==> config.mk <==
export PLATFORM = sky130hd
export DESIGN_NAME = alu_arbiter_flat
export DESIGN_NICKNAME = d
export VERILOG_FILES = /design/src/rtl/alu_arbiter_if.sv /design/src/rtl/alu_arbiter.sv /design/src/flat_wrapper.sv
export SDC_FILE = /design/constraint.sdc
export NUM_CORES = 1
export LEC_CHECK = 0
export CORE_AREA = 2 2 133 135
export DETAILED_ROUTE_END_ITERATION = 8
export DIE_AREA = 0 0 135 137
export GPL_TIMING_DRIVEN = 0
export PLACE_DENSITY = 0.75
export SLEW_MARGIN = 20
export SYNTH_ARGS = -nofsm -noshare
export SYNTH_HDL_FRONTEND = slang
export SYNTH_SLANG_ARGS = --single-unit
==> constraint.sdc <==
create_clock -name clock -period 1.75 [get_ports clock]
set_input_delay 0.2625 -clock clock [delete_from_list [all_inputs] [get_ports clock]]
set_output_delay 0.2625 -clock clock [all_outputs]
set_load 0.02 [all_outputs]
==> src/rtl/alu_arbiter_if.sv <==
// Bundle of signals between two ALU requesters, the arbiter, the shared ALU
// and the result consumer.
interface alu_arbiter_if;
  logic        req0;
  logic        req1;
  logic [3:0]  op0;
  logic [3:0]  op1;
  logic [31:0] a0;
  logic [31:0] b0;
  logic [31:0] a1;
  logic [31:0] b1;
  logic        gnt0;
  logic        gnt1;
  logic [31:0] alu_a;
  logic [31:0] alu_b;
  logic [3:0]  alu_cntrl;
  logic [31:0] alu_lo;
  logic [31:0] alu_hi;
  logic [31:0] res_lo;
  logic [31:0] res_hi;
  logic        res_valid;
  logic        res_id;
  logic        res_err;
  logic        res_ack;
  logic        busy;

  // Arbiter side: serves the requesters, drives the ALU, publishes results
  modport slave (
    input  req0, req1, op0, op1, a0, b0, a1, b1, alu_lo, alu_hi, res_ack,
    output gnt0, gnt1, alu_a, alu_b, alu_cntrl,
           res_lo, res_hi, res_valid, res_id, res_err, busy
  );

  // Environment side: requesters, ALU and result consumer
  modport master (
    output req0, req1, op0, op1, a0, b0, a1, b1, alu_lo, alu_hi, res_ack,
    input  gnt0, gnt1, alu_a, alu_b, alu_cntrl,
           res_lo, res_hi, res_valid, res_id, res_err, busy
  );
endinterface

==> src/rtl/alu_arbiter.sv <==
// Two-requester round-robin arbiter in front of a shared ALU. One operation
// is in flight at a time: grant, hold operands while the ALU settles
// (multi-cycle for mul/div), capture the result and hold it until acked.
module alu_arbiter #(
  parameter int unsigned MULDIV_CYCLES = 4
) (
  input logic          clock,
  input logic          clear,
  alu_arbiter_if.slave bus
);

  typedef enum logic [1:0] {
    IDLE = 2'd0,
    EXEC = 2'd1,
    DONE = 2'd2
  } state_t;

  localparam logic [3:0] MULDIV_LOAD = 4'(MULDIV_CYCLES - 1);

  state_t      state;
  logic [3:0]  cnt;
  logic        last;
  logic        owner;

  logic        pick_any;
  logic        pick_id;
  logic [3:0]  pick_op;
  logic [31:0] pick_a;
  logic [31:0] pick_b;
  logic        pick_muldiv;
  logic        cur_muldiv;
  logic        cur_illegal;

  // Decide which requester would win a grant this cycle (ties go to the one that did not win the last tie)
  always_comb begin
    pick_any = bus.req0 | bus.req1;
    pick_id  = 1'b0;
    pick_op  = bus.op0;
    pick_a   = bus.a0;
    pick_b   = bus.b0;
    if (bus.req0 && bus.req1) begin
      pick_id = ~last;
    end else begin
      pick_id = bus.req1;
    end
    if (pick_id) begin
      pick_op = bus.op1;
      pick_a  = bus.a1;
      pick_b  = bus.b1;
    end
  end

  assign pick_muldiv = (pick_op == 4'd10) || (pick_op == 4'd11);
  assign cur_muldiv  = (bus.alu_cntrl == 4'd10) || (bus.alu_cntrl == 4'd11);
  assign cur_illegal = (bus.alu_cntrl >= 4'd12);

  // Main control FSM; every output is a register so nothing on req/op reaches gnt combinationally
  always_ff @(posedge clock or negedge clear) begin
    if (!clear) begin
      state         <= IDLE;
      cnt           <= 4'd0;
      last          <= 1'b1;
      owner         <= 1'b0;
      bus.gnt0      <= 1'b0;
      bus.gnt1      <= 1'b0;
      bus.alu_a     <= 32'd0;
      bus.alu_b     <= 32'd0;
      bus.alu_cntrl <= 4'd0;
      bus.res_lo    <= 32'd0;
      bus.res_hi    <= 32'd0;
      bus.res_valid <= 1'b0;
      bus.res_id    <= 1'b0;
      bus.res_err   <= 1'b0;
      bus.busy      <= 1'b0;
    end else begin
      bus.gnt0 <= 1'b0;
      bus.gnt1 <= 1'b0;
      case (state)
        IDLE: begin
          if (pick_any) begin
            bus.gnt0      <= ~pick_id;
            bus.gnt1      <= pick_id;
            bus.alu_a     <= pick_a;
            bus.alu_b     <= pick_b;
            bus.alu_cntrl <= pick_op;
            owner         <= pick_id;
            if (bus.req0 && bus.req1) begin
              last <= pick_id;
            end
            cnt      <= pick_muldiv ? MULDIV_LOAD : 4'd0;
            bus.busy <= 1'b1;
            state    <= EXEC;
          end
        end
        EXEC: begin
          if (cnt != 4'd0) begin
            cnt <= cnt - 4'd1;
          end else begin
            bus.res_lo    <= cur_illegal ? 32'd0 : bus.alu_lo;
            bus.res_hi    <= cur_muldiv ? bus.alu_hi : 32'd0;
            bus.res_err   <= cur_illegal;
            bus.res_id    <= owner;
            bus.res_valid <= 1'b1;
            state         <= DONE;
          end
        end
        DONE: begin
          if (bus.res_ack) begin
            bus.res_valid <= 1'b0;
            bus.res_err   <= 1'b0;
            bus.busy      <= 1'b0;
            state         <= IDLE;
          end
        end
        default: begin
          state <= IDLE;
        end
      endcase
    end
  end

endmodule
==> src/flat_wrapper.sv <==
// flat-port wrapper written by rule: the top's interface ports become plain ports
module alu_arbiter_flat 
#(
  parameter int unsigned MULDIV_CYCLES = 4
)
  (clock, clear, bus_req0, bus_req1, bus_op0, bus_op1, bus_a0, bus_b0, bus_a1, bus_b1, bus_alu_lo, bus_alu_hi, bus_res_ack, bus_gnt0, bus_gnt1, bus_alu_a, bus_alu_b, bus_alu_cntrl, bus_res_lo, bus_res_hi, bus_res_valid, bus_res_id, bus_res_err, bus_busy);
  alu_arbiter_if bus_i ();
  input logic clock;
  input logic clear;
  input wire logic [$bits(bus_i.req0)-1:0] bus_req0;
  input wire logic [$bits(bus_i.req1)-1:0] bus_req1;
  input wire logic [$bits(bus_i.op0)-1:0] bus_op0;
  input wire logic [$bits(bus_i.op1)-1:0] bus_op1;
  input wire logic [$bits(bus_i.a0)-1:0] bus_a0;
  input wire logic [$bits(bus_i.b0)-1:0] bus_b0;
  input wire logic [$bits(bus_i.a1)-1:0] bus_a1;
  input wire logic [$bits(bus_i.b1)-1:0] bus_b1;
  input wire logic [$bits(bus_i.alu_lo)-1:0] bus_alu_lo;
  input wire logic [$bits(bus_i.alu_hi)-1:0] bus_alu_hi;
  input wire logic [$bits(bus_i.res_ack)-1:0] bus_res_ack;
  output wire logic [$bits(bus_i.gnt0)-1:0] bus_gnt0;
  output wire logic [$bits(bus_i.gnt1)-1:0] bus_gnt1;
  output wire logic [$bits(bus_i.alu_a)-1:0] bus_alu_a;
  output wire logic [$bits(bus_i.alu_b)-1:0] bus_alu_b;
  output wire logic [$bits(bus_i.alu_cntrl)-1:0] bus_alu_cntrl;
  output wire logic [$bits(bus_i.res_lo)-1:0] bus_res_lo;
  output wire logic [$bits(bus_i.res_hi)-1:0] bus_res_hi;
  output wire logic [$bits(bus_i.res_valid)-1:0] bus_res_valid;
  output wire logic [$bits(bus_i.res_id)-1:0] bus_res_id;
  output wire logic [$bits(bus_i.res_err)-1:0] bus_res_err;
  output wire logic [$bits(bus_i.busy)-1:0] bus_busy;
  assign bus_i.req0 = bus_req0;
  assign bus_i.req1 = bus_req1;
  assign bus_i.op0 = bus_op0;
  assign bus_i.op1 = bus_op1;
  assign bus_i.a0 = bus_a0;
  assign bus_i.b0 = bus_b0;
  assign bus_i.a1 = bus_a1;
  assign bus_i.b1 = bus_b1;
  assign bus_i.alu_lo = bus_alu_lo;
  assign bus_i.alu_hi = bus_alu_hi;
  assign bus_i.res_ack = bus_res_ack;
  assign bus_gnt0 = bus_i.gnt0;
  assign bus_gnt1 = bus_i.gnt1;
  assign bus_alu_a = bus_i.alu_a;
  assign bus_alu_b = bus_i.alu_b;
  assign bus_alu_cntrl = bus_i.alu_cntrl;
  assign bus_res_lo = bus_i.res_lo;
  assign bus_res_hi = bus_i.res_hi;
  assign bus_res_valid = bus_i.res_valid;
  assign bus_res_id = bus_i.res_id;
  assign bus_res_err = bus_i.res_err;
  assign bus_busy = bus_i.busy;
  alu_arbiter #(.MULDIV_CYCLES(MULDIV_CYCLES)) u_core (.clock(clock), .clear(clear), .bus(bus_i));
endmodule
==> run_results.csv <==
group,metric,value,unit
logic_synthesis,ys_warn_count,0,
worst_setup_path,path_buf_inv,4,
floorplan,io_pins,343,
worst_setup_path,r2r_cells,9,
logic_synthesis,avgSynthCellArea,10.6,um^2
layout,drive_gt1_share,10.5,%
sta,slew_violations,0,
power_and_ir_drop,power.leakage,4.56,nW
flow_run,maxCapViolCount,0,
floorplan,coreArea,17100,um^2
logic_synthesis,synth_edf_count,0,
sta,fmax,0.579,GHz
worst_setup_path,crit_chain,"inv_2 -> ha_4 -> nor3b_4 -> nand2_2 -> buf_8 -> a21oi_4 -> buf_12 -> clkbuf_16 -> a22o_1",
worst_setup_path,critical-path-slowest-cell,"dfrtp_1",
floorplan,die_x,135,um
sta,skew,0.00812,ns
route,drt_iter0_drc,237,
clocking,cts_buffers,17,
logic_synthesis,yosysMostFrequentCell,"nand2_1",
clocking,clock-root-buffer,"clkbuf_16",
power_and_ir_drop,seqPwrFrac,31.1,%
clocking,path_clk_slew,0.06,ns
route,drtPass1Iterations,4,
logic_synthesis,ys_seq_area_share,61.0,%
route,drc_errors,0,
floorplan,die_h,137,um
sta,timing.final.crit_share,98.6,%
power_and_ir_drop,p_sw,7.43,mW
worst_setup_path,worstPathRequired,2.10,ns
power_and_ir_drop,irDropWorstVdd,0.953,mV
floorplan,dieArea,18500,um^2
placed_design,hpwl,15100,um
route,wl,20500,um
global_routing,grt_max_degree,90,
clocking,cts-htree-levels,4,
worst_setup_path,cp-start-kind,"flop",
logic_synthesis,netlist_instances,567,
clocking,cts.sinks,146,
clocking,clk-insertion-delay-late,0.41,ns
route,via_count,5773,
global_routing,grt_pass1_wl,30400,um
logic_synthesis,synth_commonest_cells,"nand2_1 (207), dfrtp_1 (145), a22oi_1 (55), o21ai_0 (38), a22o_1 (32)",
power_and_ir_drop,power_switching_share,38.6,%
global_routing,grt_pass1_vias,5761,
outcome,status,"completed",
clocking,cts_tree,"built",
worst_setup_path,critical_path_class,"flop to flop",
logic_synthesis,synth_top_area_share,60.6,%
power_and_ir_drop,power_density,1840,nW/um^2
sta,finalCriticalPeriod,1.73,ns
placed_design,portBuffers,342,
logic_synthesis,synth_cell_types,36,
placed_design,gp_congestion,0.786,
global_routing,antenna_found_initial,0,
power_and_ir_drop,clkPwrFrac,17.8,%
sta,finalHoldViolCount,0,
logic_synthesis,synth_area_leaders,"dfrtp_1 (61%), nand2_1 (13%), a22oi_1 (6.9%), a22o_1 (4.7%), o21ai_0 (3.2%)",
sta,finalSetupViolations,0,
clocking,clock_path_buffers,2,
layout,stdcell_area,10500,um^2
sta,slew_headroom,63.2,%
worst_setup_path,cp-end-kind,"flop",
floorplan,row_count,48,
worst_setup_path,cp_top_family,"buffers and inverters",
sta,postLayoutSetupSlackWorst,0.0240,ns
logic_synthesis,ys.flop_type,"dfrtp_1",
logic_synthesis,synth_nets,773,
power_and_ir_drop,p_int,11.8,mW
hold_path,min_path_type,"primary input to asynchronous set/reset pin",
global_routing,grt-ovfl-total,0,
floorplan,start_util,35.1,%
logic_synthesis,yosys.area.top_type,"dfrtp_1",
route,routedWlPerCell,17.4,um
power_and_ir_drop,p_comb_share,51.1,%
route,drtAntennaViolNets,0,
worst_setup_path,reg2reg_from,"u_core.cnt[0]",
placed_design,dpl-instance-area,9730,um^2
worst_setup_path,max_stage_delay,0.40,ns
route,routed_via_density,4.91,
layout,area_delta_synth_final,74.5,%
logic_synthesis,async_reset_ff_share,100,%
layout,antenna_cells,0,
worst_setup_path,regToRegSetupSlack,0.02,ns
worst_setup_path,crit_arrival,2.08,ns
worst_setup_path,worstReg2RegEnd,"u_core.bus.res_lo[18]",
layout,nNetsFinal,1145,
placed_design,pre_cts_ws,-0.630,ns
sta,rsz0062_at_grt,"true",
sta,worst_slew_pin_slew,0.552,ns
global_routing,track_usage,21.3,%
logic_synthesis,synthesis.area,5990,um^2
worst_setup_path,crit_path_max_fanout,7,
logic_synthesis,ys_seq_elements,146,
==> timing repair <==
action / CTS / global route
cloned: 1 / 3
gates resized for setup: 8 / 13
buffers inserted: 3 / 3
pin swaps: 1 / 6
hold buffers: 1 / 0
endpoints found under the hold margin: 57 / 0
setup endpoints to repair: 107 / 74
==> worst max-delay path by stage <==
| stage | start | slack (ns) | depth (start not counted) | end |
|---|---|---|---|---|
| 3_3_place_gp | clear | -5.67 | 1 | u_core.bus.res_lo[11] |
| 6_report | u_core.cnt[0] | 0.02 | 9 | u_core.bus.res_lo[18] |
| 4_1_cts | u_core.cnt[0] | -0.003 | 8 | u_core.bus.res_lo[24] |
| 5_1_grt | u_core.cnt[0] | -0.05 | 9 | u_core.bus.res_lo[6] |
| 3_5_place_dp | bus_req0 | -0.63 | 5 | u_core.bus.alu_a[9] |
| 2_1_floorplan | u_core.cnt[0] | 0.19 | 7 | u_core.bus.res_id |
==> sequential cells by signal (all words and copies together) (netlist names) <==
register              flops
u_core.bus.alu_a         32
u_core.bus.alu_b         32
u_core.bus.alu_cntrl      4
u_core.bus.busy           1
u_core.bus.gnt0           1
u_core.bus.gnt1           1
u_core.bus.res_err        1
u_core.bus.res_hi        32
u_core.bus.res_id         1
u_core.bus.res_lo        32
u_core.bus.res_valid      1
u_core.cnt                4
u_core.last               1
u_core.owner              1
u_core.state              2
==> worst register-to-register path: stages (launching register included) <==
cell and delay [ns]:
dfrtp_1 0.40, inv_2 0.09, ha_4 0.14, nor3b_4 0.20, nand2_2 0.13, buf_8 0.15, a21oi_4 0.15, buf_12 0.15
clkbuf_16 0.14, a22o_1 0.12
==> cells in the final DEF, fill, tap and decap left out, types with 4 or more instances in the layout <==
| master | instances |
|---|---|
| nand2_1 | 206 |
| dfrtp_1 | 145 |
| a22oi_1 | 55 |
| clkdlybuf4s50_1 | 339 |
| a22o_1 | 32 |
| a22oi_2 | 10 |
| nor2_1 | 7 |
| buf_4 | 7 |
| o21ai_0 | 38 |
| buf_2 | 23 |
| buf_8 | 4 |
| buf_6 | 8 |
| clkinv_2 | 4 |
| clkbuf_16 | 19 |
==> layout make-up <==
class                      instances  area (um^2)
tap                              225          282
clock buffer                      19          443
buffer                            38          268
timing repair buffer             354         3590
multi-input combinational        380         2100
sequential                       146         3650
fill                            1459         6600
clock inverter                    12          109
inverter                           2         7.51
==> logic make-up after synthesis <==
family / count (synthesis) / synth area share (%)
flip-flops: 146 / 61.0
buffers and inverters: 41 / 4.34
AND/OR/NAND/NOR: 228 / 15.3
XOR/XNOR: 2 / 0.292
multiplexers: 4 / 0.689
AO/OA/AOI/OAI: 145 / 18.2
adder cells (fa/ha/maj): 1 / 0.209
==> per-layer routing <==
layer	wire length [um]	vias up	global-route usage [%]
li1	-	2704	-
met1	8230	2777	25.7
met2	9960	251	35.1
met3	1680	41	7.26
met4	583	0	8.68
met5	0	-	0
==> power groups by stage <==
stage | registers (mW) | clock network (mW) | logic [mW]
5_1_grt | 6.16 | 3.65 | 10.6
4_1_cts | 5.98 | 3.52 | 9.71
3_3_place_gp | 5.95 | 0 | 9.49
2_1_floorplan | 7.80 | 0 | 3.08
6_report | 5.99 | 3.44 | 9.84
3_5_place_dp | 6.00 | 0 | 9.60
==> stage by stage <==
stage / cells / hold slack, ns / setup TNS (ns) / total power [mW] / utilization, %
floorplan: 567 / -0.0331 / 0 / 10.9 / -
global placement: 1134 / 0.456 / -856.58 / 15.4 / 56.9
detailed placement: 1135 / 0.225 / -37.74 / 15.6 / 57.0
CTS: 1170 / 0.349 / -0.0100 / 19.2 / 60.6
global route: 1176 / 0.362 / -0.915 / 20.4 / 61.3
finish: 1176 / 0.357 / 0 / 19.3 / 61.3
Power figures use the tool's default switching activity.
